$ cat src/rtl/fc_by_aim_pkg.sv
// fc_by_aim_pkg
// Shared definitions for the fully-connected AIM output layer:
//   - layer geometry constants (N_OUT, DATA_W, OUT_W)
//   - FSM state encoding
//   - constant input-vector and weight ROM functions
//   - 16-bit signed saturation helper
// Optional feature macro used by the layer: FC_BY_AIM_RELU_EN.
package fc_by_aim_pkg;

  localparam int N_OUT  = 10;
  localparam int DATA_W = 8;
  localparam int OUT_W  = 16;

  typedef enum logic [1:0] {
    RUN  = 2'd0,
    LOAD = 2'd1,
    DONE = 2'd2
  } state_e;

  // Input activation x[i] = (i mod 16) - 8, range -8..7.
  function automatic logic signed [DATA_W-1:0] x_rom(input int i);
    int v;
    v = (i % 16) - 8;
    return DATA_W'(v);
  endfunction

  // Weight w[j][i] = (((i + j) mod 4) - 1) * gain, range -gain..2*gain.
  // gain <= 63 keeps every weight inside signed 8-bit.
  function automatic logic signed [DATA_W-1:0] w_rom(input int j, input int i, input int gain);
    int v;
    v = (((i + j) % 4) - 1) * gain;
    return DATA_W'(v);
  endfunction

  // Clamp a sign-extended accumulator value into [-32768, 32767].
  function automatic logic signed [OUT_W-1:0] sat16(input logic signed [63:0] v);
    logic signed [OUT_W-1:0] r;
    if (v > 64'sd32767) begin
      r = 16'sh7fff;
    end else if (v < -64'sd32768) begin
      r = 16'sh8000;
    end else begin
      r = v[OUT_W-1:0];
    end
    return r;
  endfunction

endpackage

$ cat src/rtl/fc_aim_neuron.sv
// fc_aim_neuron
// One neuron of the AIM layer: a single signed 8x8 multiplier feeding an
// ACC_W-bit accumulator, plus the registered saturating output score.
// With FC_BY_AIM_RELU_EN defined, negative saturated scores load as 0.
// Ports:
//   clk      rising-edge clock
//   clr_i    synchronous clear of accumulator and output score
//   en_i     accumulate x_i * w_i this cycle
//   ld_i     load sat16(acc) (optionally ReLU'd) into the output score
//   x_i      signed input activation
//   w_i      signed weight
//   score_o  registered signed score
module fc_aim_neuron
  import fc_by_aim_pkg::*;
#(
  parameter int ACC_W = 24
) (
  input  logic                     clk,
  input  logic                     clr_i,
  input  logic                     en_i,
  input  logic                     ld_i,
  input  logic signed [DATA_W-1:0] x_i,
  input  logic signed [DATA_W-1:0] w_i,
  output logic signed [OUT_W-1:0]  score_o
);

  logic signed [2*DATA_W-1:0] prod;
  logic signed [ACC_W-1:0]    prod_ext;
  logic signed [ACC_W-1:0]    acc_q, acc_d;
  logic signed [OUT_W-1:0]    sat_val;
  logic signed [OUT_W-1:0]    score_q, score_d;

  assign prod     = x_i * w_i;
  assign prod_ext = {{(ACC_W-2*DATA_W){prod[2*DATA_W-1]}}, prod};
  assign sat_val  = sat16({{(64-ACC_W){acc_q[ACC_W-1]}}, acc_q});

  always_comb begin
    acc_d   = acc_q;
    score_d = score_q;
    if (en_i) begin
      acc_d = acc_q + prod_ext;
    end
    if (ld_i) begin
`ifdef FC_BY_AIM_RELU_EN
      score_d = sat_val[OUT_W-1] ? '0 : sat_val;
`else
      score_d = sat_val;
`endif
    end
  end

  always_ff @(posedge clk) begin
    if (clr_i) begin
      acc_q   <= '0;
      score_q <= '0;
    end else begin
      acc_q   <= acc_d;
      score_q <= score_d;
    end
  end

  assign score_o = score_q;

endmodule

$ cat src/rtl/fc_by_aim.sv
// fc_by_aim
// Self-contained 10-neuron fully-connected output layer. All neurons run in
// parallel; each walks the constant input vector serially, one MAC per clock.
// After N_IN MAC cycles a single LOAD cycle registers the saturated scores,
// then the block parks in DONE until the next reset.
// Optional feature macro: FC_BY_AIM_RELU_EN (clamps negative scores to 0).
// Ports:
//   clk            rising-edge clock
//   rst_n          synchronous active-low reset; restarts the computation
//   OR1_1..OR1_10  registered signed 16-bit scores of neurons 1..10
module fc_by_aim
  import fc_by_aim_pkg::*;
#(
  parameter int N_IN   = 16,
  parameter int W_GAIN = 1,
  parameter int ACC_W  = 24
) (
  input  logic                    clk,
  input  logic                    rst_n,
  output logic signed [OUT_W-1:0] OR1_1,
  output logic signed [OUT_W-1:0] OR1_2,
  output logic signed [OUT_W-1:0] OR1_3,
  output logic signed [OUT_W-1:0] OR1_4,
  output logic signed [OUT_W-1:0] OR1_5,
  output logic signed [OUT_W-1:0] OR1_6,
  output logic signed [OUT_W-1:0] OR1_7,
  output logic signed [OUT_W-1:0] OR1_8,
  output logic signed [OUT_W-1:0] OR1_9,
  output logic signed [OUT_W-1:0] OR1_10
);

  localparam int IDX_W = (N_IN > 1) ? $clog2(N_IN) : 1;
  localparam logic [IDX_W-1:0] IDX_LAST = IDX_W'(N_IN - 1);

  state_e           state_q, state_d;
  logic [IDX_W-1:0] idx_q, idx_d;

  logic signed [DATA_W-1:0] x_cur;
  logic signed [DATA_W-1:0] w_cur [N_OUT];
  logic signed [OUT_W-1:0]  score [N_OUT];
  logic                     mac_en, load_en, clr;

  always_comb begin
    state_d = state_q;
    idx_d   = idx_q;
    case (state_q)
      RUN: begin
        if (idx_q == IDX_LAST) begin
          state_d = LOAD;
        end else begin
          idx_d = idx_q + IDX_W'(1);
        end
      end
      LOAD:    state_d = DONE;
      DONE:    state_d = DONE;
      default: state_d = RUN;
    endcase
  end

  always_ff @(posedge clk) begin
    if (!rst_n) begin
      state_q <= RUN;
      idx_q   <= '0;
    end else begin
      state_q <= state_d;
      idx_q   <= idx_d;
    end
  end

  // Reset is applied to the neurons as a synchronous clear so that a reset
  // in any state discards partial sums and zeroes the scores on that edge.
  assign clr     = ~rst_n;
  assign mac_en  = (state_q == RUN);
  assign load_en = (state_q == LOAD);
  assign x_cur   = x_rom(int'(idx_q));

  for (genvar gi = 0; gi < N_OUT; gi++) begin : g_neuron
    assign w_cur[gi] = w_rom(gi, int'(idx_q), W_GAIN);

    fc_aim_neuron #(
      .ACC_W (ACC_W)
    ) u_neuron (
      .clk     (clk),
      .clr_i   (clr),
      .en_i    (mac_en),
      .ld_i    (load_en),
      .x_i     (x_cur),
      .w_i     (w_cur[gi]),
      .score_o (score[gi])
    );
  end

  assign OR1_1  = score[0];
  assign OR1_2  = score[1];
  assign OR1_3  = score[2];
  assign OR1_4  = score[3];
  assign OR1_5  = score[4];
  assign OR1_6  = score[5];
  assign OR1_7  = score[6];
  assign OR1_8  = score[7];
  assign OR1_9  = score[8];
  assign OR1_10 = score[9];

endmodule

$ cat config.mk
export PLATFORM = sky130hd
export DESIGN_NAME = fc_by_aim
export DESIGN_NICKNAME = d
export VERILOG_FILES = /design/src/rtl/fc_by_aim_pkg.sv /design/src/rtl/fc_aim_neuron.sv /design/src/rtl/fc_by_aim.sv
export SDC_FILE = /design/constraint.sdc
export NUM_CORES = 2
export LEC_CHECK = 0
export ABC_AREA = 1
export BUFFER_PORTS_ARGS = -buffer_cell sky130_fd_sc_hd__buf_2
export CAP_MARGIN = 20
export CORE_MARGIN = 5
export CORE_UTILIZATION = 30
export CTS_CLUSTER_DIAMETER = 80
export DETAILED_ROUTE_END_ITERATION = 16
export GPL_ROUTABILITY_DRIVEN = 0
export SYNTH_ARGS = -nofsm -noshare
export SYNTH_HDL_FRONTEND = slang
export SYNTH_SLANG_ARGS = --single-unit
export TNS_END_PERCENT = 30
$ cat constraint.sdc
create_clock -name clk -period 9.9 [get_ports clk]
set_input_delay 2.475 -clock clk [delete_from_list [all_inputs] [get_ports clk]]
set_output_delay 2.475 -clock clk [all_outputs]
set_load 0.02 [all_outputs]
==> out/metrics.yaml <==
async_reset_ff_share_pct: 0
rsz0062_at_grt: "false"
grt_pass1_wl_mm: 208
r2r_start: "idx_q[3]$_SDFFE_PN0P_"
drv_cap: 0
wl_met1_mm: 60.5
drive_above_1_share_pct: 5.00
wire_per_inst_microns: 14.7
drtIter0Drc: 2520
hold_buffers: 0
clock-sinks: 401
synthesis.area_sq_um: 44200
seq_area_sq_um: 8030
fin_skew_ns: 0.0500
syn_avg_cell_area_sq_um: 6.58
boundaryPins: 162
grt-ovfl-total: 0
hpwl_mm: 98.6
finalHoldViolCount: 0
n_fill_cell: 16128
max_freq_ghz: 0.160
synth_ff_type: "dfxtp_1"
cts.path.max_buffers: 3
cts-buffers-inserted: 56
die_w_microns: 394
cts_setup_buffers: 0
htree_levels: 2
cts_tree: "yes"
finalCriticalPeriod_ns: 6.26
coreArea_sq_um: 147000
path_cells: "clkinv_1 -> nand2_1 -> clkinv_2 -> buf_4 -> fa_1 -> inv_1 -> fa_1 -> fa_1 -> fa_1 -> inv_1 -> nand3_1 -> nand3_1 -> nand2_1 -> nand2_1 -> nand3b_1 -> nand3_1 -> nand3_1 -> nand2_1 -> inv_1"
cpPeakStageDelay_ns: 0.68
clk_latency_ns: 0.69
worst_slew_pin_slew_ns: 1.20
slew_violations: 0
drc: 0
insertedDiodeCount: 0
rr_worst_depth: 19
synth_seq_area_share_pct: 18.2
synth-edff-count: 0
multi_input_area_sq_um: 29300
critPathCaptureType: "flop"
mostFrequentLayoutCell: "nand2_1"
syn2layout_area_growth_pct: 11.1
crit_arrival_ns: 6.80
drt-total-wl_mm: 129
initial_core_util_pct: 30.1
die_area_sq_um: 155000
antenna_found_initial: 3
cts-resized-gates: 0
ctsRootBufferMaster: "clkbuf_16"
synth-seq-cells: 401
synth_cell_types: 35
drtPass1Iterations: 6
path_clk_slew_ns: 0.06
ys_warn_count: 0
grt_use_total_pct: 16.3
r2r-end: "g_neuron[5].u_neuron.acc_q[18]$_SDFFE_PN0N_"
critPathMaxFanout: 73
syn_inst: 6722
holdPathStages: 2
dr.max_layer_used: "met5"
vias: 40243
portBuffers: 161
drt.antenna.violating_nets: 0
route.met2.wl_mm: 59.0
worst-setup-path-type: "reg -> reg"
finalSetupViolCount: 0
endpoint: "g_neuron[5].u_neuron.acc_q[18]$_SDFFE_PN0N_"
grt_pass1_vias: 39380
syn_nets: 7541
critPathRequiredTime_ns: 10.45
r2r_setup_slack_ns: 3.64
layout.nets: 7637
slew_headroom_pct: 18.9
layout_common_cells: "nand2_1, inv_1, nor2_1, ha_1, a21oi_1"
grt_max_degree: 106
vias_per_cell: 4.58
startpoint: "idx_q[3]$_SDFFE_PN0P_"
wl_met3_mm: 7.43
finalSetupTns_ns: 0
fin_crit_sh_pct: 63.2
rows: 141
hp-class: "reg -> reg"
dieHeight_microns: 394
slowest_stage: "dfxtp_1"
status: "finished clean"
cp-start-kind: "flop"
min_from: "g_neuron[1].u_neuron.score_o[15]$_SDFFE_PN0N_"
## critical path: cells and delay by family, from the launching register on
| family | cells | cell delay [ns] |
|---|---|---|
| adder cells (fa/ha/maj) | 4 | 2.15 |
| buffers and inverters | 6 | 1.83 |
| AND/OR/NAND/NOR | 9 | 1.42 |
| flip-flops | 1 | 0.68 |
## area by class of cell
cell class	instances	share of cell area [%]
Sequential cell	401	16.3
Clock inverter	45	1.20
Multi-Input combinational cell	4478	59.5
Clock buffer	60	2.92
Inverter	1682	12.9
Tap cell	1930	4.91
Timing Repair Buffer	199	2.23
## state kept, by name (all words and copies together) (netlist names)
| signal | flops |
|---|---|
| g_neuron.u_neuron.acc_q | 235 |
| g_neuron.u_neuron.score_o | 160 |
| idx_q | 4 |
| state_q | 2 |
## per-layer routing
metal / global-route usage, % / vias to the layer above
met3: 2.61 / 138
met1: 22.2 / 18754
met4: 3.40 / 2
li1: - / 20520
met5: 0 / -
met2: 27.5 / 829
## cells in the mapped netlist (7+ instances only)
cell      number  area share, %
buf_1         17           0.14
nand2_1     1734             15
a21o_1         7           0.12
xnor2_1       68            1.3
or2_2         20           0.28
a21oi_1      480            5.4
ha_1         490             14
nand4_1       69           0.98
nand3_1      312            3.5
nand3b_1      18           0.31
inv_1       1674             14
nor4_1        13           0.18
dfxtp_1      401             18
nor3_1        27           0.31
clkbuf_1     137            1.2
fa_1         327             15
xor2_1        91            1.8
o21ai_0      256            2.9
nor2_1       494            4.2
and2_1        15           0.21
o21bai_1      34           0.58
## worst min path at each step
| stage | end | slack, ns |
|---|---|---|
| floorplan | g_neuron[4].u_neuron.acc_q[1]$_SDFFE_PN0N_ | 0.44 |
| global placement | g_neuron[5].u_neuron.score_o[15]$_SDFFE_PN0N_ | 0.45 |
| detailed placement | g_neuron[4].u_neuron.score_o[15]$_SDFFE_PN0N_ | 0.45 |
| CTS | g_neuron[5].u_neuron.score_o[2]$_SDFFE_PN0N_ | 0.46 |
| global route | g_neuron[7].u_neuron.score_o[3]$_SDFFE_PN0N_ | 0.48 |
| finish | g_neuron[1].u_neuron.score_o[15]$_SDFFE_PN0N_ | 0.46 |
## metrics by stage
stage | setup WS (ns) | std cells | instance area (sq um) | hold WS (ns) | util [%]
global route | 3.03 | 8795 | 49100 | 0.481 | 33.4
detailed placement | 3.61 | 8686 | 47100 | 0.450 | 32.0
CTS | 3.57 | 8791 | 49100 | 0.461 | 33.4
global placement | 3.72 | 8686 | 47100 | 0.449 | 32.0
finish | 3.64 | 8795 | 49100 | 0.459 | 33.4
floorplan | 2.96 | 6722 | 44200 | 0.444 | -
## cell families after synthesis
family	count (synthesis)	synth area share [%]
adders and majority gates	817	28.7
buffers and inverters	1843	15.8
xor gates and xnor gates	162	3.34
DFF	401	18.2
AOI/OAI and AO/OA	792	9.25
and+or+nand+nor	2707	24.8
Power is left out: the tool's default activity adds up to more than one toggle a clock period on the data nets, which glitch-free logic cannot reach.
